==> config.mk <==
export PLATFORM = sky130hd
export DESIGN_NAME = program_loader
export DESIGN_NICKNAME = d
export VERILOG_FILES = /design/src/rtl/program_loader.sv
export SDC_FILE = /design/constraint.sdc
export NUM_CORES = 1
export LEC_CHECK = 0
export CORE_MARGIN = 10
export CORE_UTILIZATION = 45
export CTS_CLUSTER_SIZE = 30
export DETAILED_ROUTE_END_ITERATION = 12
export GPL_ROUTABILITY_DRIVEN = 1
export PLACE_DENSITY_LB_ADDON = 0.12
export RECOVER_POWER = 100
export REMOVE_ABC_BUFFERS = 1
export SYNTH_ARGS = -nofsm -noshare
export SYNTH_HDL_FRONTEND = slang
export SYNTH_SLANG_ARGS = --single-unit
==> constraint.sdc <==
create_clock -name clock -period 5.2 [get_ports clock]
set_clock_uncertainty 0.15 [all_clocks]
set_input_delay 1.04 -clock clock [delete_from_list [all_inputs] [get_ports clock]]
set_output_delay 1.04 -clock clock [all_outputs]
set_load 0.05 [all_outputs]
==> src/rtl/program_loader.sv <==
// Boot loader: holds the core in reset, fills program memory with FILL_INST,
// streams in `length` instructions from address 0, then releases the core.
module program_loader #(
  parameter int unsigned INST_WIDTH = 16,
  parameter int unsigned ADDR_WIDTH = 8,
  parameter logic [INST_WIDTH-1:0] FILL_INST = 16'hFFFF,
  parameter int unsigned RELEASE_CYCLES = 2
) (
  input  logic                  clock,
  input  logic                  reset,
  input  logic                  start,
  input  logic [ADDR_WIDTH:0]   length,
  input  logic                  in_valid,
  output logic                  in_ready,
  input  logic [INST_WIDTH-1:0] in_inst,
  output logic                  mem_we,
  output logic [ADDR_WIDTH-1:0] mem_addr,
  output logic [INST_WIDTH-1:0] mem_wdata,
  output logic                  core_reset,
  output logic                  busy,
  output logic                  done,
  output logic                  error
);

  localparam int unsigned DEPTH = 2 ** ADDR_WIDTH;
  localparam logic [ADDR_WIDTH:0] DEPTH_W = (ADDR_WIDTH + 1)'(DEPTH);
  localparam logic [ADDR_WIDTH:0] FILL_LAST = (ADDR_WIDTH + 1)'(DEPTH - 1);
  localparam logic [ADDR_WIDTH:0] CNT_ONE = (ADDR_WIDTH + 1)'(1);
  localparam int unsigned REL_W = (RELEASE_CYCLES > 1) ? $clog2(RELEASE_CYCLES) : 1;
  localparam logic [REL_W-1:0] REL_LAST = REL_W'(RELEASE_CYCLES - 1);
  localparam logic [REL_W-1:0] REL_ONE = REL_W'(1);

  typedef enum logic [2:0] {StIdle, StFill, StLoad, StRelease, StRun} state_e;

  state_e              state;
  logic [ADDR_WIDTH:0] cnt;  // fill address in FILL, transfer count in LOAD
  logic [ADDR_WIDTH:0] len;
  logic [REL_W-1:0]    rel_cnt;

  assign in_ready = (state == StLoad) && (cnt < len);
  assign busy     = (state == StFill) || (state == StLoad) || (state == StRelease);

  always_ff @(posedge clock or posedge reset) begin
    if (reset) begin
      state      <= StIdle;
      cnt        <= '0;
      len        <= '0;
      rel_cnt    <= '0;
      core_reset <= 1'b1;
      mem_we     <= 1'b0;
      mem_addr   <= '0;
      mem_wdata  <= '0;
      done       <= 1'b0;
      error      <= 1'b0;
    end else begin
      mem_we <= 1'b0;
      done   <= 1'b0;
      unique case (state)
        StIdle, StRun: begin
          if (start) begin
            if (length > DEPTH_W) begin
              error <= 1'b1;
            end else begin
              // First fill write goes out on this edge; FILL covers the rest.
              error      <= 1'b0;
              len        <= length;
              core_reset <= 1'b1;
              state      <= StFill;
              mem_we     <= 1'b1;
              mem_addr   <= '0;
              mem_wdata  <= FILL_INST;
              cnt        <= CNT_ONE;
            end
          end
        end
        StFill: begin
          mem_we    <= 1'b1;
          mem_addr  <= cnt[ADDR_WIDTH-1:0];
          mem_wdata <= FILL_INST;
          if (cnt == FILL_LAST) begin
            cnt     <= '0;
            rel_cnt <= '0;
            state   <= (len == '0) ? StRelease : StLoad;
          end else begin
            cnt <= cnt + CNT_ONE;
          end
        end
        StLoad: begin
          if (in_valid && in_ready) begin
            mem_we    <= 1'b1;
            mem_addr  <= cnt[ADDR_WIDTH-1:0];
            mem_wdata <= in_inst;
            cnt       <= cnt + CNT_ONE;
            if (cnt + CNT_ONE == len) begin
              rel_cnt <= '0;
              state   <= StRelease;
            end
          end
        end
        StRelease: begin
          if (rel_cnt == REL_LAST) begin
            core_reset <= 1'b0;
            done       <= 1'b1;
            state      <= StRun;
          end else begin
            rel_cnt <= rel_cnt + REL_ONE;
          end
        end
        default: state <= StIdle;
      endcase
    end
  end

endmodule

* Yosys cells after proc, flatten, opt, wreduce, memory -nomap -nowiden
Cells that the tools add are included.
Word-level totals: flip-flop bits (word level) 50, input port bits 29, output and inout bits 30, word-level logic and storage cells 80
Operators by class: add/sub/neg operators 2, order comparisons 2, equal/unequal tests 12, mux-type cells 37, bitwise operators 1, reduce and logical (&&, ||, !) cells 16
Operators by type and width (count):
- 16-bit two-way mux | 3
- 16-bit case mux with 3 select lines | 1
- 9-bit two-way mux | 4
- 9-bit case mux with 3 select lines | 1
- 8-bit two-way mux | 3
- 8-bit case mux with 3 select lines | 1
- 3-bit two-way mux | 6
- 1-bit two-way mux | 14
- 3-bit case mux with 4 select lines | 1
- 4-bit AND reduction | 3
- 9-bit by 1-bit adder with 9-bit output, second input constant | 1
- 9-bit by 8-bit == test with 1-bit output, second input constant | 1
- 9-bit == test | 1
- 9-bit > comparator, second input constant | 1
- 9-bit zero test | 1
- 9-bit less-than comparator | 1
- 3-bit by 2-bit == test with 1-bit output, second input constant | 2
- 2-bit by 1-bit inequality test with 1-bit output, second input constant | 3
- 2-bit inequality test, second input constant | 3
- 1-bit case mux with 3 select lines | 2
- 6-bit AND reduction | 1
- 3-bit nonzero test | 2
- 3-bit by 1-bit == test with 1-bit output, second input constant | 1
- 3-bit == test, second input constant | 1
- 10 further kinds | 12

* Depth between registers and ports, before layout
word-level depth 5, gate-level depth with buffers 11, depth with buffers taken out 11

* Worst setup path before layout
Ideal clock, no wire load.
path type reg2out, start reg cnt[6], end out in_ready, arrival time 1.883 ns, required time 4.010 ns, setup slack 2.127 ns, cell stages (with the launch flop) 5, buffers on the path 0, path through dfrtp_1 ha_1 a22o_1 o41ai_4 and2_1
On the way: word-level cells in the longest chain between the ends 2
RTL lines:
- from (decl) | RTL line 36 | logic [ADDR_WIDTH:0] cnt;
- from (signal assigned) | RTL line 85 | cnt <= cnt + CNT_ONE;
- from (signal assigned) | RTL line 93 | cnt <= cnt + CNT_ONE;
- 9-bit less-than comparator | RTL line 40 | assign in_ready = (state == StLoad) && (cnt < len);
- 1-bit logical AND | RTL line 40
- to (decl) | RTL line 14 | output logic in_ready,
Every way passes these cells.

* Worst setup path in the final report
start in length[0], end reg mem_wdata[2]
On the way: word-level cells in the longest chain between the ends 3
RTL lines:
- from (decl) | RTL line 12 | input logic [ADDR_WIDTH:0] length,
- 9-bit > comparator | RTL line 61 | if (length > DEPTH_W) begin
- 2-bit inequality test (no line)
- 4-bit AND reduction (no line)
- to (signal assigned) | RTL line 92 | mem_wdata <= in_inst;
- to (decl) | RTL line 18 | output logic [INST_WIDTH-1:0] mem_wdata,
Every way passes these cells. A chain may end at the register's enable or synchronous reset.

==> run metrics <==
count of warnings emitted by yosys 0; Worst IR Drop VDD 301 uV; die boundary height 97.0 um; final routed DRC violation total 0; TritonCTS clock tree built; layout overhead on the synthesized area 25.7%; time the worst path needs with I/O delays and setup 4260 ps; path category of the worst min-delay check reg2reg; Unique masters post-synth 49; cell type contributing the most total cell area after synthesis sky130_fd_sc_hd__dfrtp_1; buffer and inverter count on the worst path 2; gr usage total 13.6%; largest stage delay on the critical path 1240 ps; setup slack after layout 940 ps; worst endpoint data arrival time 4310 ps; register clock-pin slew on the reported worst setup and hold paths 90 ps; Initial Utilization 47.3%; final-layout setup total negative slack 0 ps; RSZ-0062 raised after global routing false; Starting DRT DRC Count 101; switching power total 947 uW; leakage power 0.00144 uW; Yosys top cell area share 45.9%; Seq pwr share 34.0%; Hold Vio Cnt, Final 0; wire length of the first global-routing pass 11000 um; worst-skew pair later-pin latency 310 ps; antenna-violating nets left 0; per-cell via count in the routed design 5.49; required time at the worst-slack endpoint 5250 ps; Switching Fraction 49.1%; final setup violation count 0; largest net degree at the start of global routing 51; Max Transition Viols Final 89; number of enable flip-flop cells after synthesis 0; summed instance area of the synthesized netlist 2670 sq um; maximum fanout along the worst path 37; Finished Layout Cells 387; count of standard-cell rows 27; post-synthesis register bit count 50; number of buffers created by CTS 5; async set or reset register ratio after synthesis 100%; PwrDens 575 nW/um^2; Min Hold Slack 337 ps; root cell of the clock tree sky130_fd_sc_hd__clkbuf_8; clk sink count 50; total power draw 1930 uW; number of gates resized after CTS 0; GRT Residual Overflow 0; family with the most delay on the worst path compound AO/OA/AOI/OAI gates; routability congestion estimate 0.787; number of antenna violations at the first check in global routing 0; maximum achievable frequency 235 MHz; half-perimeter wire length of the detailed placement result 4710 um; number of hold-repair buffers added at the cts stage 0; number of global-route vias before repair 2180; share of total power in combinational logic 54.6%; vias after detailed routing 2124; detail-routed net length per standard cell 16.3 um; Maximum Capacitance Violations 2; Ports 59; CTS Buffer Depth 2; relative max-transition margin -26.6%; run status finished with violations; post-detailed-routing wire length 6320 um; Antenna diodes 0; count of buffers inserted at the top-level ports 58; violated checks max-capacitance violations, max-slew violations; Detailed Routing Iterations Pass 1 4; share of power burned in the clock network 11.4%; Std-Cell Core Area 5640 sq um; type of origin of the critical path primary input; number of standard cells after synthesis 262; sequential fraction of the synthesis area 46.9%; endpoint type of the worst setup path register; cell type of the slowest stage on the worst timing path sky130_fd_sc_hd__a31oi_2; startpoint-to-endpoint class of the critical path in2reg; Synth Flop Type sky130_fd_sc_hd__dfrtp_1; post-synthesis area per instance 10.2 sq um; overall die area 9410 sq um; Placed Cells incl. Taps 379; Worst Max-Slew Pin Slew 1900 ps; H-Tree Level Count 2; setup slack after placement 1270 ps; top cells by area in the synthesized netlist sky130_fd_sc_hd__dfrtp_1 (46%), sky130_fd_sc_hd__ha_1 (5.6%), sky130_fd_sc_hd__a21oi_1 (3.4%); share of layout cells above drive strength 1 7.62%; period utilization 81.9%; number of post-CTS setup repair buffers 0; die span in x 97.0 um; nets@finish 355; design internal power 983 uW; list of cells traversed by the critical path dlygate4sd3_1, nor4_1, a21boi_0, o21ai_0, a31oi_2, clkinv_1, o22a_1
==> final timing paths <==
check / from / end / slack (ps) / depth (start not counted)
max in group asynchronous: reset / len[4] / 2160 / 2
worst max-delay path: length[0] / mem_wdata[2] / 940 / 7
worst min register to register: mem_wdata[1] / mem_wdata[1] / 340 / 1
worst min-delay path: mem_wdata[1] / mem_wdata[1] / 340 / 1
worst max register to register: cnt[4] / mem_wdata[2] / 1320 / 7
min in group asynchronous: reset / mem_wdata[9] / 1640 / 2
==> cell usage after synthesis (2+ instances only) <==
library cell,count
sky130_fd_sc_hd__nor4_1,12
sky130_fd_sc_hd__and3_1,3
sky130_fd_sc_hd__nor3_1,2
sky130_fd_sc_hd__clkbuf_1,10
sky130_fd_sc_hd__nor3b_1,2
sky130_fd_sc_hd__nor2_1,10
sky130_fd_sc_hd__and2_1,2
sky130_fd_sc_hd__ha_1,12
sky130_fd_sc_hd__o22a_1,8
sky130_fd_sc_hd__nand3_1,6
sky130_fd_sc_hd__xor2_1,6
sky130_fd_sc_hd__a31oi_1,3
sky130_fd_sc_hd__a2bb2oi_1,2
sky130_fd_sc_hd__inv_1,24
sky130_fd_sc_hd__xnor2_1,5
sky130_fd_sc_hd__dfrtp_1,49
sky130_fd_sc_hd__mux2_2,8
sky130_fd_sc_hd__a21oi_1,18
sky130_fd_sc_hd__nand2b_1,9
sky130_fd_sc_hd__a22o_1,8
sky130_fd_sc_hd__o31ai_1,7
sky130_fd_sc_hd__buf_2,2
sky130_fd_sc_hd__o21ai_0,15
sky130_fd_sc_hd__nand2_1,14
==> per-stage QoR <==
stage / area [sq um] / utilization [%]
6_report: 3350 / 59.5
2_1_floorplan: 2620 / -
5_1_grt: 3350 / 59.5
4_1_cts: 3370 / 59.7
3_3_place_gp: 3290 / 58.3
3_5_place_dp: 3290 / 58.3
==> placed cells by master, fill, tap and decap left out, drive strengths merged, types with 3 or more instances in the layout <==
master | netlist | final
mux2 | 8 | 8
and3 | 3 | 3
nand3 | 6 | 6
o21ai | 15 | 15
dfrtp | 49 | 49
a21oi | 18 | 18
nand2b | 9 | 9
xor2 | 6 | 6
nand2 | 14 | 14
clkinv | 1 | 3
clkbuf | 10 | 6
nor3b | 3 | 3
inv | 24 | 24
o31ai | 7 | 7
ha | 12 | 12
dlygate4sd3 | 0 | 32
nor2 | 10 | 10
a31oi | 4 | 4
xnor2 | 5 | 5
nor4 | 12 | 12
o22a | 8 | 8
clkdlybuf4s50 | 0 | 26
a22o | 8 | 8
==> power by group through the flow <==
stage	clock network [uW]	logic [uW]	registers, uW
final	221	1050	656
after CTS	224	1100	659
after floorplan	0	553	859
after detailed placement	0	1090	667
after global routing	242	1160	682
after global placement	0	1080	666
==> cell families (layout without fill, tap and decap cells) <==
kind of cell	after synthesis	count (layout)	synth area share [%]
compound gates	75	75	21.1
simple gates	68	68	13.9
flops	50	50	46.9
buf+inv	38	91	5.44
fa+ha+maj	12	12	5.63
xor+xnor	11	11	3.61
mux	8	8	3.38
==> layer usage <==
metal  global-route usage (%)  share of wire, %  up-vias
met5                        0                 0        -
met4                     3.38              0.97        0
met3                     4.54               5.9        4
met2                     21.1                46       50
met1                     17.6                47     1015
li1                         -                 -     1055
==> state kept, by name (all words and copies together) (netlist names) <==
register,flops
state,3
mem_addr,8
cnt,9
done,1
core_reset,1
rel_cnt,1
error,1
mem_we,1
len,9
mem_wdata,16
==> layout make-up <==
class | count | area, sq um
Clock buffer | 6 | 72.6
Clock inverter | 2 | 10.0
Fill cell | 504 | 2290
Inverter | 25 | 93.8
Multi-Input combinational cell | 174 | 1250
Sequential cell | 50 | 1250
Tap cell | 72 | 90.1
Timing Repair Buffer | 58 | 581
(Power assumes the default switching activity.)
